**config.mk**
```make
export PLATFORM = sky130hd
export DESIGN_NAME = regfile_scoreboard
export DESIGN_NICKNAME = d
export VERILOG_FILES = /design/src/rtl/regfile_scoreboard.sv
export SDC_FILE = /design/constraint.sdc
export NUM_CORES = 1
export LEC_CHECK = 0
export BUFFER_PORTS_ARGS = -buffer_cell sky130_fd_sc_hd__buf_2
export CAP_MARGIN = 20
export CORE_UTILIZATION = 56
export DETAILED_ROUTE_END_ITERATION = 8
export HOLD_SLACK_MARGIN = 0.03
export MAX_ROUTING_LAYER = met4
export PLACE_DENSITY_LB_ADDON = 0.12
export SLEW_MARGIN = 20
export SYNTH_ARGS = -nofsm -noshare
export SYNTH_HDL_FRONTEND = slang
export SYNTH_SLANG_ARGS = --single-unit
export TNS_END_PERCENT = 100
```
**constraint.sdc**
```tcl
create_clock -name clk -period 2.8 [get_ports clk]
set_input_delay 0.42 -clock clk [delete_from_list [all_inputs] [get_ports clk]]
set_output_delay 0.42 -clock clk [all_outputs]
set_load 0.02 [all_outputs]
```
**src/rtl/regfile_scoreboard.sv**
```systemverilog
// regfile_scoreboard
// Small register file with one pending ("scoreboard") bit per register and a
// sequential clear engine that zeroes one register per cycle.
//
// Parameters:
//   WIDTH    - data width of each register
//   ADDR_W   - address width, DEPTH = 2**ADDR_W registers
//   ZERO_REG - when 1, register 0 reads as zero and ignores writes/claims
//
// Ports:
//   clk                    - single clock, rising edge
//   reset                  - synchronous, active-high; aborts a clear in progress
//   write/writeAddr/writeData - register write, also clears the pending bit
//   readAddr1/readAddr2    - combinational read ports
//   readData1/readData2    - read data
//   pending1/pending2      - pending bit of readAddr1/readAddr2
//   claim/claimAddr        - set the pending bit of claimAddr (wins over write)
//   clear_req              - request a sequential clear of all registers
//   clear_busy             - high exactly while the clear sequencer runs
//   dbgState               - sequencer state (0 = IDLE, 1 = CLEAR) for checkers
//
// Optional feature: define REGFILE_BYPASS_EN to forward a same-cycle write to
// the read ports; without it, reads show stored state only.
//
// Clear handshake: clear_req is sampled only in IDLE; once accepted,
// clear_busy rises at the next edge and stays high for exactly DEPTH cycles.
// While clear_busy is high, write, claim and clear_req are all ignored.

module regfile_scoreboard #(
  parameter int WIDTH    = 16,
  parameter int ADDR_W   = 2,
  parameter int ZERO_REG = 0
) (
  input  logic              clk,
  input  logic              reset,
  input  logic              write,
  input  logic [ADDR_W-1:0] writeAddr,
  input  logic [WIDTH-1:0]  writeData,
  input  logic [ADDR_W-1:0] readAddr1,
  input  logic [ADDR_W-1:0] readAddr2,
  output logic [WIDTH-1:0]  readData1,
  output logic [WIDTH-1:0]  readData2,
  output logic              pending1,
  output logic              pending2,
  input  logic              claim,
  input  logic [ADDR_W-1:0] claimAddr,
  input  logic              clear_req,
  output logic              clear_busy,
  output logic              dbgState
);

  localparam int DEPTH = 1 << ADDR_W;
  localparam logic [ADDR_W-1:0] LAST_IDX = ADDR_W'(DEPTH - 1);

  typedef enum logic {IDLE = 1'b0, CLEAR = 1'b1} state_t;

  state_t            state;
  state_t            nextState;
  logic [ADDR_W-1:0] clr_idx;
  logic [WIDTH-1:0]  regs [DEPTH];
  logic [DEPTH-1:0]  pending;

  logic writeEn;
  logic claimEn;

  // State register plus storage
  always_ff @(posedge clk) begin
    if (reset) begin
      for (int i = 0; i < DEPTH; i++) regs[i] <= '0;
      pending <= '0;
      state   <= IDLE;
      clr_idx <= '0;
    end else begin
      state <= nextState;
      case (state)
        IDLE: begin
          // Held at zero so a clear always starts at register 0.
          clr_idx <= '0;
          if (writeEn) begin
            regs[writeAddr]    <= writeData;
            pending[writeAddr] <= 1'b0;
          end
          // Placed after the write so a same-address claim wins.
          if (claimEn) pending[claimAddr] <= 1'b1;
        end
        CLEAR: begin
          regs[clr_idx]    <= '0;
          pending[clr_idx] <= 1'b0;
          // Hold at the last index rather than wrapping.
          if (clr_idx != LAST_IDX) clr_idx <= clr_idx + 1'b1;
        end
        default: ;
      endcase
    end
  end

  // Next-state logic
  always_comb begin
    nextState = state;
    case (state)
      IDLE:    if (clear_req) nextState = CLEAR;
      CLEAR:   if (clr_idx == LAST_IDX) nextState = IDLE;
      default: nextState = IDLE;
    endcase
  end

  // Outputs and qualified enables
  always_comb begin
    clear_busy = (state == CLEAR);
    dbgState   = state;
    writeEn    = write && (state == IDLE) &&
                 !((ZERO_REG != 0) && (writeAddr == '0));
    claimEn    = claim && (state == IDLE) &&
                 !((ZERO_REG != 0) && (claimAddr == '0));
  end

  // Read ports
  always_comb begin
    readData1 = regs[readAddr1];
    readData2 = regs[readAddr2];
    pending1  = pending[readAddr1];
    pending2  = pending[readAddr2];
`ifdef REGFILE_BYPASS_EN
    // writeEn already excludes register 0 when it is hardwired.
    if (writeEn && (writeAddr == readAddr1)) begin
      readData1 = writeData;
      pending1  = claimEn && (claimAddr == readAddr1);
    end
    if (writeEn && (writeAddr == readAddr2)) begin
      readData2 = writeData;
      pending2  = claimEn && (claimAddr == readAddr2);
    end
`endif
    if ((ZERO_REG != 0) && (readAddr1 == '0)) begin
      readData1 = '0;
      pending1  = 1'b0;
    end
    if ((ZERO_REG != 0) && (readAddr2 == '0)) begin
      readData2 = '0;
      pending2  = 1'b0;
    end
  end

endmodule

```
==> impl_metrics.py, run 1 <==
metrics = {
    "drt": {
        "viasPerCell": 5.77,
        "drt_wl_total_um": 7380,
        "drtAntennaViolNets": 0,
        "firstDrtPassIters": 4,
        "wl_per_cell_um": 18.1,
        "drtIter0Drc": 142,
        "drcViolationCount": 0,
        "dr_total_vias": 2355,
    },
    "critical_path": {
        "crit_fanout": 9,
        "slowest_stage": "mux4_2",
        "path_delay_family": "buffers and inverters",
        "crit_buf_inv": 3,
        "end_kind": "output pin",
        "worstPathArrival_ns": 1.60,
        "slowest_delay_ns": 0.50,
        "cp_cell_sequence": "buf_2, buf_12, mux4_2, buf_2",
        "path_common_cell": "buf_2",
        "path_class": "input port to output pin",
        "worstSetupStartpointType": "input port",
        "required_ns": 2.38,
    },
    "place": {
        "place_hpwl_um": 4920,
        "port_buffers": 64,
        "post_dp_cell_area_um2": 4050,
        "dp_slack_ns": 0.745,
        "place_congestion": 0.836,
        "placed_cells": 392,
    },
    "layout": {
        "diodes": 0,
        "final_util_pct": 69.9,
        "finalNonFillerCells": 408,
        "drive_gt1_share_pct": 38.7,
        "nets": 361,
        "finalInstanceArea_um2": 4260,
        "areaGrowthSynthToFinish_pct": 17.2,
    },
    "cts": {
        "cts_max_path_buffers": 2,
        "postCtsSetupBuffers": 0,
        "htree_num_levels": 3,
        "clock-sinks": 71,
        "cts.clk_slew.worst_paths_ns": 0.07,
        "clk_latency_ns": 0.34,
        "cts_resized": 0,
        "cts_hold_buf": 0,
        "clockRootBuffer": "clkbuf_8",
        "cts_tree": "built",
        "cts_inserted_buffers": 9,
    },
    "die": {
        "dieArea_um2": 6820,
        "initial_core_util_pct": 59.6,
        "rows": 28,
        "ios": 65,
        "die_width_um": 82.6,
        "coreArea_um2": 6100,
        "die_h_um": 82.6,
    },
    "pwr": {
        "power.leakage_nw": 1.74,
        "p_per_area_nw_per_um2": 593,
        "p_total_mw": 2.53,
        "peakVddDrop_v": 0.000387,
    },
    "timing": {
        "finalWorstSetupSlack_ns": 0.777,
        "finalSetupViolCount": 0,
        "post-route-period-util_pct": 72.2,
        "skew_ns": 0.00732,
        "rsz0062_at_grt": "false",
        "fmax_ghz": 0.494,
        "slew_violations": 0,
        "period_minus_slack_ns": 2.02,
        "tightest_slew_ns": 0.512,
        "worst_slew_margin_rel_pct": 65.9,
        "hold_slack_ns": 0.326,
        "fin_setup_tns_ns": 0,
        "hold_viol": 0,
    },
    "yosys": {
        "synth_common_cells": "edfxtp_1, nor2_1, mux4_2",
        "yosysTopAreaCell": "edfxtp_1",
        "yosysMostFrequentCell": "edfxtp_1",
        "syn-cell-area_um2": 3630,
        "synth_top_area_share_pct": 52.9,
        "synth_flop_cell": "edfxtp_1",
        "synth_seq_cells": 71,
        "async_reset_ff_share_pct": 0,
        "synth_area_leaders": "edfxtp_1, mux4_2, nor2_1",
        "synth-edff-count": 64,
        "ys_seq_area_share_pct": 56.7,
        "synth_nets": 291,
        "synthDistinctLibCells": 32,
        "netlist_instances": 258,
        "ys_warn_count": 0,
        "syn_avg_cell_area_um2": 14.1,
    },
    "status": {
        "status": "completed",
    },
    "global_routing": {
        "grt_pass1_vias": 2201,
        "grt.total_usage_pct": 24.3,
        "grt_pass1_wl_um": 11100,
        "grt_max_degree": 18,
        "grt-ovfl-total": 0,
        "antenna_found_initial": 0,
    },
    "min_path": {
        "hp-class": "input port to flop",
    },
    "flow_run": {
        "maxCapViolations": 0,
    },
}
[registers in the layout, summed over array words and instances, names as in the netlist]
signal and flops:
clear_busy 1, clr_idx 2, pending 4, regs 64
[kinds of logic after synthesis]
| group | synth area share [%] |
|---|---|
| AO/OA/AOI/OAI | 2.93 |
| XOR/XNOR | 0.241 |
| adder cells (fa/ha/maj) | 1.38 |
| buffers and inverters | 4.65 |
| flip-flops | 56.7 |
| multiplexers | 21.6 |
| AND/OR/NAND/NOR | 12.5 |
[worst reg2reg max path: cells and delay by family (launching register included)]
family          cells  cell delay, ns
compound gates      1            0.09
flops               1            0.55
simple gates        2            0.28
buf+inv             2            0.55
[metal layers]
layer	GRT usage [%]	vias up	part of all wire, %
met3	3.74	10	6.0
met2	38.9	88	51
met4	11.4	0	1.7
met1	30.5	1160	41
met5	-	-	0
li1	-	1097	-
[report_power, final]
| part | internal [mW] | leakage [nW] | switching, mW |
|---|---|---|---|
| registers | 1.23 | 0.728 | 0.0348 |
| logic | 0.164 | 0.907 | 0.222 |
| clock network | 0.494 | 0.102 | 0.387 |
[area by class of cell]
| type | count | area (µm²) |
|---|---|---|
| flip-flops and latches | 71 | 2060 |
| inverters | 20 | 75.1 |
| well taps | 75 | 93.8 |
| clock buffers | 9 | 124 |
| multi-input cells | 151 | 1400 |
| repair buffers | 75 | 415 |
| fillers | 461 | 1830 |
| clock inverters | 7 | 87.6 |
[cell usage in the layout, fill, tap and decap left out, drive strengths merged, types with 4 or more instances in the layout]
cell type | netlist | layout
mux4 | 34 | 34
buf | 13 | 75
nand2 | 21 | 21
clkbuf | 3 | 9
nor2 | 56 | 56
edfxtp | 64 | 64
dfxtp | 7 | 7
ha | 4 | 4
clkinv | 0 | 4
inv | 20 | 20
[worst paths after layout]
path | from | end | slack [ns] | depth (start not counted)
worst max register to register | clear_busy | regs[2][1] | 1.00 | 5
worst min-delay path | clear_req | clear_busy | 0.33 | 3
worst min register to register | pending[2] | pending[2] | 0.52 | 2
worst max-delay path | readAddr2[0] | readData2[9] | 0.78 | 4
(Power assumes the default switching activity.)
==> run 2, diff against run 1 <==
--- a/config.mk
+++ b/config.mk
@@ -5,6 +5,7 @@
 export SDC_FILE = /design/constraint.sdc
 export NUM_CORES = 1
 export LEC_CHECK = 0
+export ABC_AREA = 1
 export BUFFER_PORTS_ARGS = -buffer_cell sky130_fd_sc_hd__buf_2
 export CAP_MARGIN = 20
 export CORE_UTILIZATION = 56
==> constraint.sdc (replaced) <==
create_clock -name clk -period 1.9 [get_ports clk]
set_input_delay 0.285 -clock clk [delete_from_list [all_inputs] [get_ports clk]]
set_output_delay 0.285 -clock clk [all_outputs]
set_load 0.02 [all_outputs]
==> impl_metrics.py, run 2 <==
metrics = {
    "yosys": {
        "synth-edff-count": 64,
        "synth_area_leaders": "edfxtp_1, nor2_1, o21ai_0",
        "synth_flop_cell": "edfxtp_1",
        "ys_seq_area_share_pct": 55.6,
        "yosysTopAreaCell": "edfxtp_1",
        "synthDistinctLibCells": 22,
        "synth_nets": 456,
        "syn-cell-area_um2": 3710,
        "netlist_instances": 423,
        "yosysMostFrequentCell": "nor2_1",
        "async_reset_ff_share_pct": 0,
        "synth_top_area_share_pct": 51.8,
        "ys_warn_count": 0,
        "synth_seq_cells": 71,
        "synth_common_cells": "nor2_1, o21ai_0, edfxtp_1",
        "syn_avg_cell_area_um2": 8.77,
    },
    "place": {
        "port_buffers": 64,
        "place_hpwl_um": 6300,
        "placed_cells": 562,
        "dp_slack_ns": 0.270,
        "post_dp_cell_area_um2": 4180,
        "place_congestion": 0.908,
    },
    "timing": {
        "fmax_ghz": 0.614,
        "worst_slew_margin_rel_pct": 73.6,
        "rsz0062_at_grt": "false",
        "fin_setup_tns_ns": 0,
        "skew_ns": 0.00389,
        "finalWorstSetupSlack_ns": 0.270,
        "slew_violations": 0,
        "period_minus_slack_ns": 1.63,
        "post-route-period-util_pct": 85.8,
        "hold_viol": 0,
        "tightest_slew_ns": 0.394,
        "finalSetupViolCount": 0,
    },
    "global_routing": {
        "grt_pass1_vias": 3151,
        "grt.total_usage_pct": 28.9,
        "antenna_found_initial": 0,
        "grt_pass1_wl_um": 15200,
        "grt-ovfl-total": 0,
        "grt_max_degree": 35,
    },
    "cts": {
        "cts_hold_buf": 0,
        "postCtsSetupBuffers": 0,
        "cts_tree": "built",
        "clockRootBuffer": "clkbuf_8",
        "cts_inserted_buffers": 9,
        "cts.clk_slew.worst_paths_ns": 0.07,
        "clock-sinks": 71,
        "cts_max_path_buffers": 2,
        "clk_latency_ns": 0.34,
        "htree_num_levels": 3,
        "cts_resized": 0,
    },
    "layout": {
        "mostFrequentLayoutCell": "nor2_1",
        "drive_gt1_share_pct": 22.6,
        "areaGrowthSynthToFinish_pct": 16.7,
        "largest-register": "regs",
        "diodes": 0,
        "final_cell_mix": "nor2_1, o21ai_0, buf_2, edfxtp_1, nand2_1",
        "largest_registers": "regs (64), pending (4), clr_idx (2)",
        "nets": 529,
        "finalInstanceArea_um2": 4330,
        "finalNonFillerCells": 576,
        "largest_reg_flops": 64,
    },
    "critical_path": {
        "required_ns": 1.62,
        "worstSetupStartpointType": "input port",
        "worstPathArrival_ns": 1.34,
        "r2r-start": "clear_busy",
        "path_class": "input port to output pin",
        "worstSetupEndpoint": "readData2[10]",
        "rrSetupSlack_ns": 0.29,
        "end_kind": "output pin",
        "cp-startpoint": "readAddr2[0]",
        "reg2reg_to": "regs[1][12]",
        "rr_worst_depth": 4,
        "crit_fanout": 18,
    },
    "die": {
        "die_width_um": 83.4,
        "coreArea_um2": 6390,
        "initial_core_util_pct": 58.1,
        "dieArea_um2": 6950,
        "ios": 65,
        "die_h_um": 83.4,
        "rows": 29,
    },
    "drt": {
        "viasPerCell": 5.70,
        "wl_per_cell_um": 16.2,
        "drtIter0Drc": 367,
        "dr_total_vias": 3286,
        "drcViolationCount": 0,
        "firstDrtPassIters": 5,
        "drtAntennaViolNets": 0,
        "drt_wl_total_um": 9330,
    },
    "pwr": {
        "p_total_mw": 3.64,
        "peakVddDrop_v": 0.000581,
        "power.leakage_nw": 1.90,
        "p_per_area_nw_per_um2": 840,
    },
    "status": {
        "status": "completed",
    },
    "min_path": {
        "hp-class": "input port to flop",
    },
    "flow_run": {
        "maxCapViolations": 0,
    },
}
-- run 2: cell count changes in the layout (fill, tap and decap cells not counted), sizes merged, moves of 4 or more --
cell and change:
nor2 +66, o22ai +34, nand2 +28, inv +12, nand3 +4, mux4 -34, buf +10, o21ai +72
-- run 2: area by class of cell --
cell class                 count  area, µm²
clock buffer                   9        124
multi-input combinational    297       1410
tap                           77       96.3
timing repair buffer          85        490
fill                         533       2060
clock inverter                 5       27.5
inverter                      32        120
sequential                    71       2060
-- run 2: power by group --
part           internal [mW]  total [mW]  leakage, nW  switching, mW
Clock                  0.449       0.991       0.0805          0.542
Combinational          0.242       0.726         1.09          0.484
Sequential              1.85        1.92        0.725         0.0731
Total                   2.54        3.64         1.90           1.10
-- run 2: per-stage QoR --
stage                     hold slack, ns  util, %
after floorplan                    0.398        -
after global placement             0.486     65.4
after detailed placement           0.506     65.4
after CTS                          0.158     67.8
after global routing               0.154     67.8
final                              0.170     67.8
-- run 2: cells by family after synthesis --
group | synth area share [%]
AO/OA/AOI/OAI | 16.9
adder cells (fa/ha/maj) | 1.35
buffers and inverters | 6.54
flip-flops | 55.6
AND/OR/NAND/NOR | 19.7
-- run 2: critical path: stages --
cell and delay, ns:
buf_2 0.11, inv_1 0.23, buf_4 0.28, o21ai_0 0.10, o22ai_1 0.14, buf_2 0.19
-- run 2: how the worst min path moves through the flow --
stage | slack [ns] | depth (start not counted) | end | startpoint
2_1_floorplan | 0.40 | 2 | clear_busy | clear_req
3_3_place_gp | 0.49 | 2 | clr_idx[1] | clr_idx[1]
3_5_place_dp | 0.51 | 2 | pending[2] | pending[2]
4_1_cts | 0.16 | 3 | clear_busy | clear_req
5_1_grt | 0.15 | 3 | clear_busy | clear_req
6_report | 0.17 | 3 | clear_busy | clear_req
-- run 2: routing by layer --
metal | wire [µm] | vias to the layer above | track usage [%] | part of all wire, %
li1 | - | 1590 | - | -
met1 | 3990 | 1507 | 37.4 | 43
met2 | 4490 | 174 | 46.3 | 48
met3 | 732 | 15 | 5.37 | 7.8
met4 | 126 | 0 | 9.56 | 1.4
met5 | 0 | - | - | 0
